===== src/rtl/pipe_int_controller.sv =====
// Multi-source interrupt controller for the pipelined RAT CPU.
// Synchronises and edge-detects interrupt lines, latches them into a pending
// register, masks them, and hands one request at a time to the CPU core.
// The request is held until int_ack; further requests wait for an EOI write.
module pipe_int_controller #(
  parameter int          NUM_SRC     = 8,
  parameter logic [7:0]  MASK_PORT   = 8'hF0,
  parameter logic [7:0]  STATUS_PORT = 8'hF1,
  parameter logic [7:0]  CLEAR_PORT  = 8'hF2,
  parameter logic [7:0]  ID_PORT     = 8'hF3,
  parameter logic [7:0]  EOI_PORT    = 8'hF4
) (
  input  logic               clk,
  input  logic               rst,
  input  logic [NUM_SRC-1:0] irq_in,
  input  logic [7:0]         port_id,
  input  logic [7:0]         out_port,
  input  logic               io_strb,
  input  logic               int_ack,
  output logic               cpu_int,
  output logic [2:0]         int_id,
  output logic [7:0]         io_rd_data,
  output logic               io_rd_hit
);

  typedef enum logic [1:0] {IDLE, REQ, SERVICE} state_t;

  state_t             state_reg;
  logic               cpu_int_reg;
  logic [2:0]         int_id_reg;
  logic [NUM_SRC-1:0] sync1_reg, sync2_reg, hist_reg;
  logic [1:0]         settle_reg;
  logic [NUM_SRC-1:0] pending_reg, pending_next;
  logic [NUM_SRC-1:0] mask_reg;
  logic [NUM_SRC-1:0] edge_det;
  logic [NUM_SRC-1:0] active;
  logic [7:0]         pending_pad, mask_pad;
  logic [2:0]         sel_id;
  logic               wr_mask, wr_clear, wr_eoi, ack_fire;

  assign wr_mask  = io_strb && (port_id == MASK_PORT);
  assign wr_clear = io_strb && (port_id == CLEAR_PORT);
  assign wr_eoi   = io_strb && (port_id == EOI_PORT);
  assign ack_fire = (state_reg == REQ) && int_ack;
  assign active   = pending_reg & mask_reg;

  // Edges are ignored until the synchroniser and history flops have refilled
  // after reset, so a line held high through reset is seen as a level only.
  assign edge_det = (settle_reg == 2'd3) ? (sync2_reg & ~hist_reg) : '0;

  // Zero-extend the per-source registers to the 8-bit bus width
  always_comb begin
    pending_pad                = '0;
    mask_pad                   = '0;
    pending_pad[NUM_SRC-1:0]   = pending_reg;
    mask_pad[NUM_SRC-1:0]      = mask_reg;
  end

  // Two-flop synchroniser, history flop and post-reset settle counter
  always_ff @(posedge clk) begin
    if (rst) begin
      sync1_reg  <= '0;
      sync2_reg  <= '0;
      hist_reg   <= '0;
      settle_reg <= '0;
    end else begin
      sync1_reg <= irq_in;
      sync2_reg <= sync1_reg;
      hist_reg  <= sync2_reg;
      if (settle_reg != 2'd3)
        settle_reg <= settle_reg + 2'd1;
    end
  end

  // Per-bit pending update: new edge beats write-1-clear beats ack clear
  generate
    for (genvar gi = 0; gi < NUM_SRC; gi++) begin : g_pend
      always_comb begin
        pending_next[gi] = pending_reg[gi];
        if (ack_fire && (int_id_reg == 3'(gi)))
          pending_next[gi] = 1'b0;
        if (wr_clear && out_port[gi])
          pending_next[gi] = 1'b0;
        if (edge_det[gi])
          pending_next[gi] = 1'b1;
      end
    end
  endgenerate

  // Pending and mask registers
  always_ff @(posedge clk) begin
    if (rst) begin
      pending_reg <= '0;
      mask_reg    <= '0;
    end else begin
      pending_reg <= pending_next;
      if (wr_mask)
        mask_reg <= out_port[NUM_SRC-1:0];
    end
  end

  // Priority encoder: lowest enabled pending index wins
  always_comb begin
    sel_id = '0;
    for (int i = NUM_SRC - 1; i >= 0; i--)
      if (active[i])
        sel_id = 3'(i);
  end

  // Request FSM with registered cpu_int and int_id
  always_ff @(posedge clk) begin
    if (rst) begin
      state_reg   <= IDLE;
      cpu_int_reg <= 1'b0;
      int_id_reg  <= '0;
    end else begin
      case (state_reg)
        IDLE: begin
          if (|active) begin
            int_id_reg  <= sel_id;
            state_reg   <= REQ;
            cpu_int_reg <= 1'b1;
          end
        end
        REQ: begin
          if (int_ack) begin
            state_reg   <= SERVICE;
            cpu_int_reg <= 1'b0;
          end else if (!pending_pad[int_id_reg] || !mask_pad[int_id_reg]) begin
            state_reg   <= IDLE;
            cpu_int_reg <= 1'b0;
          end
        end
        SERVICE: begin
          if (wr_eoi)
            state_reg <= IDLE;
        end
        default: begin
          state_reg   <= IDLE;
          cpu_int_reg <= 1'b0;
        end
      endcase
    end
  end

  // Combinational read mux for the CPU in_port
  always_comb begin
    io_rd_data = 8'h00;
    io_rd_hit  = 1'b0;
    case (port_id)
      MASK_PORT:   begin io_rd_data = mask_pad;            io_rd_hit = 1'b1; end
      STATUS_PORT: begin io_rd_data = pending_pad;         io_rd_hit = 1'b1; end
      ID_PORT:     begin io_rd_data = {5'b0, int_id_reg};  io_rd_hit = 1'b1; end
      default:     begin io_rd_data = 8'h00;               io_rd_hit = 1'b0; end
    endcase
  end

  assign cpu_int = cpu_int_reg;
  assign int_id  = int_id_reg;

endmodule

===== config.mk =====
export PLATFORM = sky130hd
export DESIGN_NAME = pipe_int_controller
export DESIGN_NICKNAME = d
export VERILOG_FILES = /design/src/rtl/pipe_int_controller.sv
export SDC_FILE = /design/constraint.sdc
export NUM_CORES = 1
export LEC_CHECK = 0
export CAP_MARGIN = 0
export CORE_ASPECT_RATIO = 1.2
export CORE_MARGIN = 2
export CORE_UTILIZATION = 51
export DETAILED_ROUTE_END_ITERATION = 10
export PLACE_DENSITY_LB_ADDON = 0.2
export SLEW_MARGIN = 20
export SYNTH_ARGS = -nofsm -noshare
export SYNTH_HDL_FRONTEND = slang
export SYNTH_SLANG_ARGS = --single-unit
export TNS_END_PERCENT = 100

===== constraint.sdc =====
create_clock -name clk -period 2.32 [get_ports clk]
set_clock_uncertainty 0.2 [all_clocks]
set_input_delay 0.464 -clock clk [delete_from_list [all_inputs] [get_ports clk]]
set_output_delay 0.464 -clock clk [all_outputs]
set_load 0.02 [all_outputs]

==> out/qor.csv <==
metric;value;unit
report.final.slew_viol_count;0;
critPathMaxStageDelay;480;ps
p_leak;0.00105;uW
powerDensity;549;nW/um^2
worstPathCellList;dlygate4sd2_1 -> nand4_1 -> or3_4 -> nor3_4 -> buf_4;
cpLargestDelayFamily;simple AND/OR/NAND/NOR gates;
synth_area;2090;um^2
place_area;2600;um^2
drc;0;
vias_per_cell;5.49;
ioPinCount;41;
synth_common_cells;dfxtp_1, nor2b_1, nor2_1, mux2i_1, a21oi_1;
die_h;74.1;um
peakVddDrop;0.000412;V
synth_top_area_frac;0.460;
grt_pass1_vias;1722;
clk_latency;300;ps
syn_area_per_cell;9.63;um^2
status;completed;
grt_pass1_wl;7730;um
synth_area_leaders;dfxtp_1, mux2i_1, nor2b_1;
nFillCells;332;
synth_ff_type;dfxtp_1;
cap_violations;0;
layout-drive-gt1-share;0.176;
ys.warnings.count;0;
min_period;2240;ps
clkTransAtPathRegs;90;ps
place.port_buffers;40;
yosysSeqAreaShare;0.460;
end_kind;output port;
period_share;0.966;
drtPass1Iterations;4;
grt_usage;0.213;
gp_congestion;0.869;
rsz0062_at_grt;false;
cts_htree_levels;2;
die_w;62.4;um
final_nets;300;
rows;25;
area_growth;31.9;%
syn-num-nets;246;
path_max_fanout;5;
dp_hpwl;3390;um
dieArea;4630;um^2
yosysUniqueCellTypes;38;
drtIter0Drc;89;
root_buffer;clkbuf_8;
diodes;0;
regToRegSetupSlack;350;ps
wirelength;4690;um
start_kind;primary input;
tightest_slew;627;ps
synth_seq_cells;48;
crit_buf_inv;2;
synth.largest_area_cell;dfxtp_1;
fmax;446;MHz
num_vias;1789;
slowest_stage;or3_4;
finalSetupViolCount;0;
relSlewSlack;0.576;
wire_per_inst;14.4;um
antenna_found_initial;0;
hold_path_class;reg -> reg;
cts_made_buffers;5;
start_util;0.530;
clockBufferDepth;2;
stdcell_area;2760;um^2
ant_nets;0;
crit_type;in -> out;
cts_tree;yes;
synthCells;217;
async_reset_ff_frac;0;
worstPathArrival;1580;ps
synth.most_common_cell;dfxtp_1;
cts_sinks;48;
setup-tns-final;0;ps
synth_edf_count;0;
overflow;0;
grt_max_degree;50;
finalHoldViolCount;0;
core_area;3940;um^2
critPathRequiredTime;1660;ps
## area by class of cell
class,instances,area (um^2),share of cell area
clock buffer,5,68.8,0.0250
clock inverter,3,25.0,0.00908
inverter,4,15.0,0.00545
multi-input combinational,155,1110,0.403
sequential,48,961,0.349
tap,54,67.6,0.0245
timing repair buffer,57,507,0.184
## power by group
group | leakage, uW | switching, uW | internal, uW
clock | 0.0000452 | 290 | 220
sequential | 0.000391 | 12.3 | 850
combinational | 0.000609 | 60.8 | 80.2
total | 0.00105 | 363 | 1150
## logic make-up (layout without fill, tap and decap cells)
logic type / count (synthesis) / in the layout / share of synthesized area
AOI/OAI and AO/OA: 46 / 46 / 0.146
xor gates and xnor gates: 1 / 1 / 0.00419
adders and majority gates: 1 / 1 / 0.00599
buffers and inverters: 15 / 69 / 0.0389
DFF: 48 / 48 / 0.460
muxes: 19 / 19 / 0.103
and+or+nand+nor: 87 / 88 / 0.243
## path summary, 6_finish.rpt
path	start	end	cells after the start
max	port_id[6]	io_rd_data[7]	5
min	sync1_reg[5]	sync2_reg[5]	1
max reg2reg	mask_pad[4]	cpu_int	4
min reg2reg	sync1_reg[5]	sync2_reg[5]	1
## routing by layer
metal | global-route usage | wire, um
met4 | 0.119 | 111
met5 | 0 | 0
met3 | 0.0484 | 285
met1 | 0.232 | 1890
met2 | 0.388 | 2400
## placed cells by master, fill, tap and decap left out, types with 5 or more instances in the layout
master / synthesis / routed
buf_4: 0 / 22
a21o_1: 8 / 8
clkbuf_8: 1 / 5
clkdlybuf4s50_1: 0 / 23
nor2b_1: 24 / 24
nand3b_1: 11 / 11
nor2_1: 20 / 20
dfxtp_1: 48 / 48
o21ai_0: 7 / 7
mux2i_1: 17 / 15
nand2_1: 10 / 10
a21oi_1: 15 / 15
## stage by stage
step	std cells	hold WS [ps]	utilization	worst slack, ps	power, uW
6_report	326	241	0.699	79.6	1510
5_1_grt	326	261	0.699	7.36	1580
4_1_cts	325	243	0.688	0.827	1530
3_5_place_dp	315	222	0.661	-686	1020
3_3_place_gp	315	216	0.661	-638	1020
2_1_floorplan	217	214	-	-35.0	947
## what timing repair did
item                                    CTS  global route
pin swaps                                 7             2
hold buffers                              0             0
hold endpoints to repair                  0             0
setup buffers                             1             1
cloned                                    1             0
endpoints found under the setup margin    9            13
gates resized for setup                  58             9
Note: power is estimated with default switching activity, not from simulation.
